File: config.mk
export PLATFORM = sky130hd
export DESIGN_NAME = tag_free_list
export DESIGN_NICKNAME = d
export VERILOG_FILES = /design/src/rtl/tag_free_list.sv
export SDC_FILE = /design/constraint.sdc
export NUM_CORES = 1
export LEC_CHECK = 0
export ABC_CLOCK_PERIOD_IN_PS = 7890
export BUFFER_PORTS_ARGS = -buffer_cell sky130_fd_sc_hd__buf_2
export CORE_AREA = 2 2 225 227
export CTS_CLUSTER_SIZE = 14
export DETAILED_ROUTE_END_ITERATION = 6
export DIE_AREA = 0 0 227 229
export SKIP_LAST_GASP = 1
export SLEW_MARGIN = 10
export SYNTH_ARGS = -nofsm -noshare
export SYNTH_HDL_FRONTEND = slang
export SYNTH_SLANG_ARGS = --single-unit
File: constraint.sdc
create_clock -name clk -period 7.89 [get_ports clk]
set_clock_uncertainty 0.2 [all_clocks]
set_input_delay 2.367 -clock clk [delete_from_list [all_inputs] [get_ports clk]]
set_output_delay 2.367 -clock clk [all_outputs]
set_load 0.02 [all_outputs]
File: src/rtl/tag_free_list.sv
// Free-list allocator for rename tags: a circular FIFO of free tag values plus
// an in-flight bitmap that rejects frees of tags that were never handed out.
module tag_free_list #(
  parameter int W_TAG        = 6,
  parameter bit INCLUDE_OREG = 1'b0
) (
  input  logic             clk,
  input  logic             reset,
  input  logic             flush,
  input  logic             alloc_ren,
  output logic             alloc_valid,
  output logic [W_TAG-1:0] alloc_tag,
  input  logic             free_wen,
  input  logic [W_TAG-1:0] free_tag,
  output logic [W_TAG:0]   count,
  output logic             err_underflow,
  output logic             err_bad_free
);

  localparam int N_TAG = 2 ** W_TAG;

  // Handshake: a pop happens on a cycle where alloc_ren && alloc_valid; a push
  // happens on a cycle where free_wen is high and free_tag is currently in flight.
  logic [W_TAG-1:0] mem [N_TAG];
  logic [W_TAG-1:0] head;
  logic [W_TAG-1:0] tail;
  logic [W_TAG:0]   count_q;
  logic [W_TAG:0]   count_n;
  logic [N_TAG-1:0] inflight;
  logic             err_underflow_q;
  logic             err_bad_free_q;

  logic             avail;
  logic [W_TAG-1:0] head_tag;
  logic             pop_ok;
  logic             push_ok;

  assign avail    = (count_q != '0);
  assign head_tag = mem[head];
  assign pop_ok   = alloc_ren && avail;
  assign push_ok  = free_wen && inflight[free_tag];

  always_comb begin
    count_n = count_q + (W_TAG+1)'(push_ok) - (W_TAG+1)'(pop_ok);
  end

  always_ff @(posedge clk) begin
    if (!reset) begin
      for (int i = 0; i < N_TAG; i++) mem[i] <= W_TAG'(i);
      head            <= '0;
      tail            <= '0;
      count_q         <= (W_TAG+1)'(N_TAG);
      inflight        <= '0;
      err_underflow_q <= 1'b0;
      err_bad_free_q  <= 1'b0;
    end else if (flush) begin
      // Restores every tag; error flags keep their history across a mispredict.
      for (int i = 0; i < N_TAG; i++) mem[i] <= W_TAG'(i);
      head     <= '0;
      tail     <= '0;
      count_q  <= (W_TAG+1)'(N_TAG);
      inflight <= '0;
    end else begin
      if (pop_ok) begin
        head               <= head + 1'b1;
        inflight[head_tag] <= 1'b1;
      end
      // The popped tag was not in flight, so it can never equal an accepted free_tag.
      if (push_ok) begin
        mem[tail]          <= free_tag;
        tail               <= tail + 1'b1;
        inflight[free_tag] <= 1'b0;
      end
      count_q <= count_n;
      if (alloc_ren && !avail) err_underflow_q <= 1'b1;
      if (free_wen && !inflight[free_tag]) err_bad_free_q <= 1'b1;
    end
  end

  generate
    if (INCLUDE_OREG) begin : g_oreg
      logic [W_TAG-1:0] head_n;
      logic [W_TAG-1:0] tag_n;
      logic             valid_q;
      logic [W_TAG-1:0] tag_q;

      // When the list drains to the pushed tag alone, head_n lands on the
      // slot being written this cycle, so forward the incoming value.
      always_comb begin
        head_n = head + W_TAG'(pop_ok);
        tag_n  = (push_ok && (tail == head_n)) ? free_tag : mem[head_n];
      end

      always_ff @(posedge clk) begin
        if (!reset || flush) begin
          valid_q <= 1'b1;
          tag_q   <= '0;
        end else begin
          valid_q <= (count_n != '0);
          tag_q   <= tag_n;
        end
      end

      assign alloc_valid = valid_q && reset;
      assign alloc_tag   = tag_q;
    end else begin : g_comb
      assign alloc_valid = avail && reset;
      assign alloc_tag   = head_tag;
    end
  endgenerate

  assign count         = count_q;
  assign err_underflow = err_underflow_q;
  assign err_bad_free  = err_bad_free_q;

endmodule

Yosys cells after proc, flatten, opt, wreduce, memory -nomap -nowiden
Memories as Yosys holds them, arrays and structs flattened. A register that Yosys moved wholly into a read port is not among the register bits.
Index checks and enable logic that the tools add are counted.
{"block": "word_totals", "ff_bits": 85, "ramBits": 384, "in_bits": 11, "output_inout_bits": 16, "elab_cells": 185, "n_memories": 1}
{"block": "classes", "addsub": 4, "order_cmp": 4, "mux": 87, "bitwise_logic": 69, "n_reduce_logical": 14}
{"name": "mem", "words": 64, "width": 6, "read_ports": 1, "rd_ports_with_merged_regs": 1, "write_ports": 64, "line_no": "24", "source": "logic [W_TAG-1:0] mem [N_TAG];"}
{"cell": "two-way mux 6 bit", "n": 68}
{"cell": "two-way mux 64 bit", "n": 4}
{"cell": "AND 64 bit", "n": 1}
{"cell": "inverter 64 bit", "n": 1}
{"cell": "OR 1 bit", "n": 64}
{"cell": "OR 64 bit", "n": 1}
{"cell": "< comparator 6 x 7 -> 1 bit (second input constant)", "n": 2}
{"cell": "adder 6 x 1 -> 6 bit (second input constant)", "n": 2}
{"cell": "demux 1 bit (select 6 bit)", "n": 2}
{"cell": "greater-or-equal comparator 6 x 1 -> 1 bit (second input constant)", "n": 2}
{"cell": "two-way mux 1 bit", "n": 12}
{"cell": "adder 7 x 1 -> 7 bit", "n": 1}
{"cell": "logical AND 1 bit", "n": 7}
{"cell": "nonzero test 7 bit", "n": 1}
{"cell": "subtractor 7 x 1 -> 7 bit", "n": 1}
{"cell": "binary-select mux 1 bit (select 6 bit)", "n": 1}
{"cell": "OR reduction 6 bit", "n": 1}
{"cell": "AND reduction 2 bit", "n": 2}
{"cell": "zero test 1 bit", "n": 2}
{"cell": "inverter 1 bit", "n": 2}
{"cell": "OR reduction 2 bit", "n": 1}

Longest topological paths before layout
Gate-level depths: netlist (run 1).
{"block": "depth", "ltp_word": 10, "depth_mapped": 24, "depth_no_buf": 19}

Worst setup path before layout (run 1)
No wires, ideal clock.
{"block": "synth_path", "path_type": "input-to-reg", "startpoint": "in free_tag[0]", "endpoint": "reg count_q[6] (netlist: count[6])", "setup_ps": 125, "t_arrival_ps": 5824, "t_required_ps": 7565, "path_slack_ps": 1741, "stages": 21, "path_buffers": 3, "cell_sequence": "buf_2 mux4_2 mux2_2 a211o_1 o31a_1 buf_2 buf_2 inv_1 ha_1 inv_1 ha_1 inv_1 fa_1 inv_1 a21oi_1 nor2_1 o21ai_0 a21oi_1 nor2_1 xnor2_1 nand2_1"}
{"block": "synth_via", "elab_chain_len": 5}
{"element": "from (decl)", "line_no": "14", "source": "input logic [W_TAG-1:0] free_tag,"}
{"element": "binary-select mux 1 bit (select 6 bit)", "line_no": "41", "source": "assign push_ok = free_wen && inflight[free_tag];"}
{"element": "two-way mux 1 bit (not written as such)", "line_no": "41"}
{"element": "logical AND 1 bit", "line_no": "41"}
{"element": "adder 7 x 1 -> 7 bit", "line_no": "44", "source": "count_n = count_q + (W_TAG+1)'(push_ok) - (W_TAG+1)'(pop_ok);"}
{"element": "subtractor 7 x 1 -> 7 bit", "line_no": "44"}
{"element": "to (signal assigned)", "line_no": "52", "source": "count_q <= (W_TAG+1)'(N_TAG);"}
{"element": "to (signal assigned)", "line_no": "61", "source": "count_q <= (W_TAG+1)'(N_TAG);"}
{"element": "to (signal assigned)", "line_no": "74", "source": "count_q <= count_n;"}
{"element": "to (decl)", "line_no": "27", "source": "logic [W_TAG:0] count_q;"}
Every way passes these cells. The select of a mux whose other input is x is not followed.
A chain may end at the register's enable or synchronous reset.

==> impl_metrics.prom, run 1 <==
# TYPE chip_impl_metric gauge
chip_impl_info{name="status",value="complete, no violations"} 1
chip_impl_metric{name="place_ws",unit="ps"} 1050
chip_impl_metric{name="cts.path.max_buffers",unit=""} 3
chip_impl_metric{name="largest_net_degree_at_the_start_of_global_routing",unit=""} 80
chip_impl_metric{name="timing.final.ws_setup",unit="ps"} 1120
chip_impl_metric{name="final-instance-count-excl-fill",unit=""} 2489
chip_impl_metric{name="total_leakage_power",unit="nW"} 7.55
chip_impl_metric{name="netlist.area_leader.share",unit="%"} 52.4
chip_impl_metric{name="cts-hold-fix-buffers",unit=""} 0
chip_impl_metric{name="async_reset_ff_share",unit="%"} 0
chip_impl_info{name="clockRootBuffer",value="sky130_fd_sc_hd__clkbuf_16"} 1
chip_impl_metric{name="cts.repair_timing.setup_buffer_count",unit=""} 0
chip_impl_metric{name="coreArea",unit="um2"} 49700
chip_impl_metric{name="worst_ep_arrival_time",unit="ps"} 4200
chip_impl_info{name="start_kind",value="flip-flop"} 1
chip_impl_info{name="synth-main-ff-cell",value="sky130_fd_sc_hd__edfxtp_1"} 1
chip_impl_metric{name="row_count",unit=""} 82
chip_impl_metric{name="maxSlewViolCount",unit=""} 0
chip_impl_metric{name="postRouteAntennaNets",unit=""} 0
chip_impl_metric{name="dr.first_iter.drc_count",unit=""} 2226
chip_impl_metric{name="finalSetupViolCount",unit=""} 0
chip_impl_info{name="critical_path.endpoint_type",value="output pin"} 1
chip_impl_metric{name="num_antenna_cells",unit=""} 0
chip_impl_metric{name="timing.hold.ws",unit="ps"} 260
chip_impl_metric{name="clock_sink_count",unit=""} 475
chip_impl_metric{name="cts.htree.levels",unit=""} 2
chip_impl_metric{name="placed_area",unit="um2"} 23000
chip_impl_metric{name="fin_nets",unit=""} 1805
chip_impl_metric{name="via_count",unit=""} 15600
chip_impl_metric{name="path_clk_slew",unit="ps"} 60
chip_impl_metric{name="drcViolationCount",unit=""} 0
chip_impl_metric{name="layout_worst_path_cycle_share",unit="%"} 85.8
chip_impl_metric{name="post_synth_inst_count",unit=""} 1765
chip_impl_metric{name="post_synth_num_cell_types",unit=""} 73
chip_impl_metric{name="final_period_minus_worst_setup_slack",unit="ps"} 6770
chip_impl_metric{name="detailedPlacementHpwl",unit="mm"} 49.1
chip_impl_metric{name="worst-slew-pin-transition",unit="ps"} 1330
chip_impl_metric{name="tritoncts.num_buffers",unit=""} 49
chip_impl_metric{name="synth.net_count",unit=""} 1788
chip_impl_info{name="grt_setup_unrepaired",value="false"} 1
chip_impl_metric{name="maxCapViolCount",unit=""} 0
chip_impl_metric{name="insertion_delay",unit="ps"} 590
chip_impl_metric{name="worst-r2r-setup-slack",unit="ps"} 3220
chip_impl_info{name="start_to_end_type_of_the_worst_setup_path",value="reg2out"} 1
chip_impl_metric{name="finalInstanceArea",unit="um2"} 24400
chip_impl_metric{name="finalWirelength",unit="mm"} 70.8
chip_impl_metric{name="fin_setup_tns",unit="ps"} 0
chip_impl_metric{name="gpl.final_weighted_congestion",unit=""} 0.894
chip_impl_metric{name="mappedNetlistArea",unit="um2"} 22000
chip_impl_metric{name="synth-edff-count",unit=""} 384
chip_impl_metric{name="global_route_wire_length_before_repair",unit="mm"} 104
chip_impl_metric{name="die_w",unit="um"} 227
chip_impl_metric{name="achievable_freq",unit="GHz"} 0.148
chip_impl_metric{name="area_growth_syn_to_layout",unit="%"} 10.9
chip_impl_metric{name="timing.slew.headroom",unit="%"} 11.2
chip_impl_metric{name="post_cts.resized_instances",unit=""} 0
chip_impl_metric{name="flip_flop_and_latch_count_after_synthesis",unit=""} 475
chip_impl_metric{name="post_drt_wl_per_cell",unit="um"} 28.4
chip_impl_metric{name="port_buffers",unit=""} 26
chip_impl_metric{name="number_of_antenna_violations_at_the_first_check_in_global_routing",unit=""} 1
chip_impl_metric{name="synth_sequential_area_ratio",unit="%"} 60.7
chip_impl_metric{name="cp.required",unit="ps"} 5320
chip_impl_metric{name="drive_gt1_share",unit="%"} 16.3
chip_impl_info{name="synth_top_cells_by_area",value="sky130_fd_sc_hd__edfxtp_1 52%, sky130_fd_sc_hd__mux4_2 9.4%, sky130_fd_sc_hd__dfxtp_1 8.3%, sky130_fd_sc_hd__nor2_1 4.6%, sky130_fd_sc_hd__nand2_1 4.0%"} 1
chip_impl_metric{name="detailedRoute.firstPassIterationCount",unit=""} 5
chip_impl_info{name="tritoncts",value="built"} 1
chip_impl_info{name="synthTopCellsByCount",value="384 x sky130_fd_sc_hd__edfxtp_1, 268 x sky130_fd_sc_hd__nor2_1, 236 x sky130_fd_sc_hd__nand2_1"} 1
chip_impl_metric{name="power_density_over_the_cells",unit="nW/um2"} 226
chip_impl_metric{name="die_h",unit="um"} 229
chip_impl_metric{name="numPlacedInstances",unit=""} 2403
chip_impl_metric{name="first_global_vias",unit=""} 15200
chip_impl_metric{name="routed_via_density",unit=""} 6.26
chip_impl_metric{name="p_total",unit="mW"} 5.50
chip_impl_info{name="worstHoldPathType",value="reg2reg"} 1
chip_impl_metric{name="vdd.ir_drop.worst",unit="mV"} 0.177
chip_impl_metric{name="synthesis.area_per_instance",unit="um2"} 12.5
chip_impl_metric{name="postLayoutCoreUtil",unit="%"} 49.1
chip_impl_metric{name="cp_max_fo",unit=""} 41
chip_impl_metric{name="grt_usage",unit="%"} 27.7
chip_impl_metric{name="floorplan.initialDensity",unit="%"} 44.3
chip_impl_metric{name="final_hold_viol_count",unit=""} 0
chip_impl_info{name="synth_top_area_cell",value="sky130_fd_sc_hd__edfxtp_1"} 1
chip_impl_metric{name="pin_count",unit=""} 27
chip_impl_metric{name="floorplan_die_area",unit="um2"} 52000
chip_impl_metric{name="grt_remaining_overflow",unit=""} 0
chip_impl_info{name="synth_most_common_cell",value="sky130_fd_sc_hd__edfxtp_1"} 1
chip_impl_metric{name="ys_warn_count",unit=""} 0
-- path summary, 6_finish.rpt --
kind,cells past startpoint,from,endpoint
max,8,flip-flop,alloc_tag[0]
min,1,err_bad_free$_SDFFE_PN0P_,err_bad_free$_SDFFE_PN0P_
max reg2reg,9,flip-flop,inflight[53]$_SDFF_PP0_
min reg2reg,1,err_bad_free$_SDFFE_PN0P_,err_bad_free$_SDFFE_PN0P_
-- state kept, by name (all words and copies together), names as in the netlist, named ones only --
name / flops
mem: 384
inflight: 64
err_bad_free: 1
err_underflow: 1
head: 6
count: 7
tail: 6
-- worst max-delay path: stages (launching register included) --
cell and delay (ps):
sky130_fd_sc_hd__dfxtp_4 880, sky130_fd_sc_hd__buf_4 420, sky130_fd_sc_hd__mux4_2 580, sky130_fd_sc_hd__a22o_1 280, sky130_fd_sc_hd__a221oi_1 230, sky130_fd_sc_hd__nor3_1 120, sky130_fd_sc_hd__nor4_4 570, sky130_fd_sc_hd__inv_2 260
sky130_fd_sc_hd__buf_2 230
-- final cells by class --
class | instances | area [um2]
flip-flops and latches | 475 | 13400
clock buffers | 62 | 1280
clock inverters | 24 | 154
well taps | 672 | 841
multi-input cells | 1130 | 7910
inverters | 18 | 67.6
fillers | 4441 | 25300
repair buffers | 108 | 771
-- power by group --
part	total, mW	internal, mW	leakage [nW]	switching [mW]
logic	0.480	0.175	2.33	0.305
registers	2.85	2.80	4.53	0.0519
clock network	2.17	1.21	0.693	0.966
total	5.50	4.18	7.55	1.32
-- routing by layer --
layer  vias to the layer above  share of wire [%]  GRT usage (%)  wire length (um)
li1                       6624                  -              -                 -
met1                      7805                 37           36.5             26500
met4                         2                4.7           11.3              3350
met5                         -              0.013              0                 9
met2                       971                 47           43.5             33400
met3                       187                 11           7.30              7550
-- logic make-up after synthesis --
logic type	Yosys count	share of synthesized area, %
simple gates	678	13.9
flops	475	60.7
compound gates	277	8.38
buf+inv	160	3.48
mux	151	12.3
xor+xnor	12	0.478
fa+ha+maj	12	0.717
-- cells in the final DEF, fill, tap and decap left out, types with 17 or more instances in the layout --
cell                          n
sky130_fd_sc_hd__o21ai_0     69
sky130_fd_sc_hd__clkinv_1    17
sky130_fd_sc_hd__nor2_1     268
sky130_fd_sc_hd__nor3_1      18
sky130_fd_sc_hd__mux2i_1     48
sky130_fd_sc_hd__nand2_1    236
sky130_fd_sc_hd__a311oi_1    42
sky130_fd_sc_hd__a211oi_1    27
sky130_fd_sc_hd__buf_2       26
sky130_fd_sc_hd__dfxtp_1     87
sky130_fd_sc_hd__nand3_1     32
sky130_fd_sc_hd__mux4_2      92
sky130_fd_sc_hd__edfxtp_1   384
sky130_fd_sc_hd__a21oi_1     66
sky130_fd_sc_hd__buf_4       80
sky130_fd_sc_hd__clkbuf_16   49
(Power assumes the default switching activity.)
==> inputs of run 2 (changes only) <==
ABC_CLOCK_PERIOD_IN_PS = default   (was 7890)
RECOVER_POWER = 50   (was default)
==> impl_metrics.prom, run 2 (same netlist as run 1, synthesis figures left out) <==
# TYPE chip_impl_metric gauge
chip_impl_metric{name="fin_setup_tns",unit="ps"} 0
chip_impl_metric{name="via_count",unit=""} 15600
chip_impl_metric{name="worst_ep_arrival_time",unit="ps"} 4220
chip_impl_metric{name="detailedPlacementHpwl",unit="mm"} 49.1
chip_impl_info{name="tritoncts",value="built"} 1
chip_impl_metric{name="layout_worst_path_cycle_share",unit="%"} 86.0
chip_impl_metric{name="row_count",unit=""} 82
chip_impl_metric{name="cp_max_fo",unit=""} 41
chip_impl_metric{name="detailedRoute.firstPassIterationCount",unit=""} 6
chip_impl_metric{name="grt_usage",unit="%"} 27.7
chip_impl_metric{name="postRouteAntennaNets",unit=""} 0
chip_impl_metric{name="finalSetupViolCount",unit=""} 0
chip_impl_info{name="critical_path.endpoint_type",value="output pin"} 1
chip_impl_info{name="critical-path-slowest-cell",value="sky130_fd_sc_hd__dfxtp_4"} 1
chip_impl_metric{name="floorplan_die_area",unit="um2"} 52000
chip_impl_metric{name="drive_gt1_share",unit="%"} 14.0
chip_impl_metric{name="fin_nets",unit=""} 1805
chip_impl_info{name="most-common-layout-cells",value="384 x sky130_fd_sc_hd__edfxtp_1, 268 x sky130_fd_sc_hd__nor2_1, 236 x sky130_fd_sc_hd__nand2_1"} 1
chip_impl_info{name="worstPathCellList",value="buf_4 -> mux4_2 -> a22o_1 -> a221oi_1 -> nor3_1 -> nor4_4 -> inv_2 -> buf_2"} 1
chip_impl_metric{name="largest_net_degree_at_the_start_of_global_routing",unit=""} 80
chip_impl_metric{name="vdd.ir_drop.worst",unit="mV"} 0.173
chip_impl_metric{name="achievable_freq",unit="GHz"} 0.147
chip_impl_info{name="cpLargestDelayFamily",value="buffers and inverters"} 1
chip_impl_info{name="worstHoldPathType",value="reg2reg"} 1
chip_impl_metric{name="finalWirelength",unit="mm"} 71.0
chip_impl_metric{name="area_growth_syn_to_layout",unit="%"} 10.3
chip_impl_metric{name="path_clk_slew",unit="ps"} 60
chip_impl_metric{name="post_cts.resized_instances",unit=""} 0
chip_impl_info{name="start_to_end_type_of_the_worst_setup_path",value="reg2out"} 1
chip_impl_metric{name="p_total",unit="mW"} 5.50
chip_impl_metric{name="power_density_over_the_cells",unit="nW/um2"} 227
chip_impl_metric{name="maxCapViolCount",unit=""} 2
chip_impl_metric{name="insertion_delay",unit="ps"} 590
chip_impl_info{name="layout_commonest_cell",value="sky130_fd_sc_hd__edfxtp_1"} 1
chip_impl_metric{name="cts.repair_timing.setup_buffer_count",unit=""} 0
chip_impl_metric{name="clock_sink_count",unit=""} 475
chip_impl_metric{name="post_drt_wl_per_cell",unit="um"} 28.5
chip_impl_metric{name="cp.required",unit="ps"} 5320
chip_impl_info{name="clockRootBuffer",value="sky130_fd_sc_hd__clkbuf_16"} 1
chip_impl_info{name="largest-register",value="mem"} 1
chip_impl_metric{name="port_buffers",unit=""} 26
chip_impl_metric{name="slowest_delay",unit="ps"} 890
chip_impl_metric{name="gpl.final_weighted_congestion",unit=""} 0.894
chip_impl_metric{name="global_route_wire_length_before_repair",unit="mm"} 104
chip_impl_metric{name="dr.first_iter.drc_count",unit=""} 2133
chip_impl_metric{name="grt_remaining_overflow",unit=""} 0
chip_impl_metric{name="worst-r2r-setup-slack",unit="ps"} 3200
chip_impl_metric{name="final_hold_viol_count",unit=""} 0
chip_impl_metric{name="cts-hold-fix-buffers",unit=""} 0
chip_impl_metric{name="die_h",unit="um"} 229
chip_impl_metric{name="tritoncts.num_buffers",unit=""} 49
chip_impl_metric{name="num_antenna_cells",unit=""} 0
chip_impl_metric{name="worst-slew-pin-transition",unit="ps"} 1670
chip_impl_metric{name="maxSlewViolCount",unit=""} 74
chip_impl_info{name="grt_setup_unrepaired",value="false"} 1
chip_impl_metric{name="coreArea",unit="um2"} 49700
chip_impl_info{name="violations",value="max-capacitance violations, max-slew violations"} 1
chip_impl_metric{name="total_leakage_power",unit="nW"} 7.40
chip_impl_metric{name="largest_reg_flops",unit=""} 384
chip_impl_metric{name="cts.path.max_buffers",unit=""} 3
chip_impl_metric{name="final_period_minus_worst_setup_slack",unit="ps"} 6790
chip_impl_metric{name="first_global_vias",unit=""} 15200
chip_impl_metric{name="timing.slew.headroom",unit="%"} -11.6
chip_impl_metric{name="number_of_antenna_violations_at_the_first_check_in_global_routing",unit=""} 1
chip_impl_metric{name="die_w",unit="um"} 227
chip_impl_metric{name="routed_via_density",unit=""} 6.28
chip_impl_info{name="status",value="finished with violations"} 1
chip_impl_metric{name="cts.htree.levels",unit=""} 2
chip_impl_metric{name="floorplan.initialDensity",unit="%"} 44.3
chip_impl_metric{name="drcViolationCount",unit=""} 0
chip_impl_info{name="start_kind",value="flip-flop"} 1
chip_impl_metric{name="pin_count",unit=""} 27
chip_impl_metric{name="cp_num_buf_inv",unit=""} 3
[run 2: power breakdown]
group | total [mW] | leakage, nW | internal [mW] | switching, mW
Sequential | 2.85 | 4.53 | 2.80 | 0.0524
Clock | 2.18 | 0.693 | 1.21 | 0.970
Combinational | 0.472 | 2.18 | 0.167 | 0.306
[run 2: cell type report]
cell class | instances | area (um2)
clock buffers | 62 | 1280
clock inverters | 24 | 154
fillers | 4483 | 25400
inverters | 18 | 67.6
multi-input cells | 1130 | 7890
flip-flops and latches | 475 | 13400
well taps | 672 | 841
repair buffers | 108 | 648
[run 2: final timing paths]
kind                              from                        end  cells past startpoint
max                          flip-flop               alloc_tag[0]                      8
min          err_bad_free$_SDFFE_PN0P_  err_bad_free$_SDFFE_PN0P_                      1
max reg2reg                  flip-flop    inflight[53]$_SDFF_PP0_                      9
min reg2reg  err_bad_free$_SDFFE_PN0P_  err_bad_free$_SDFFE_PN0P_                      1
[run 2: metal layers]
metal | GRT usage (%) | vias up | wire length (um)
met5 | 0 | - | 0
met4 | 11.3 | 0 | 3330
met3 | 7.30 | 185 | 7780
met2 | 43.5 | 994 | 33200
met1 | 36.5 | 7815 | 26600
li1 | - | 6626 | -
[run 2: metrics by stage]
stage	instance area (um2)	instances	worst slack (ps)	hold slack, ps	util (%)
2_1_floorplan	22000	1765	1740	259	-
3_3_place_gp	23000	2403	1070	243	46.2
3_5_place_dp	23000	2403	1050	248	46.2
4_1_cts	24400	2489	1110	262	49.1
5_1_grt	24300	2489	902	279	48.8
6_report	24300	2489	1100	262	48.8
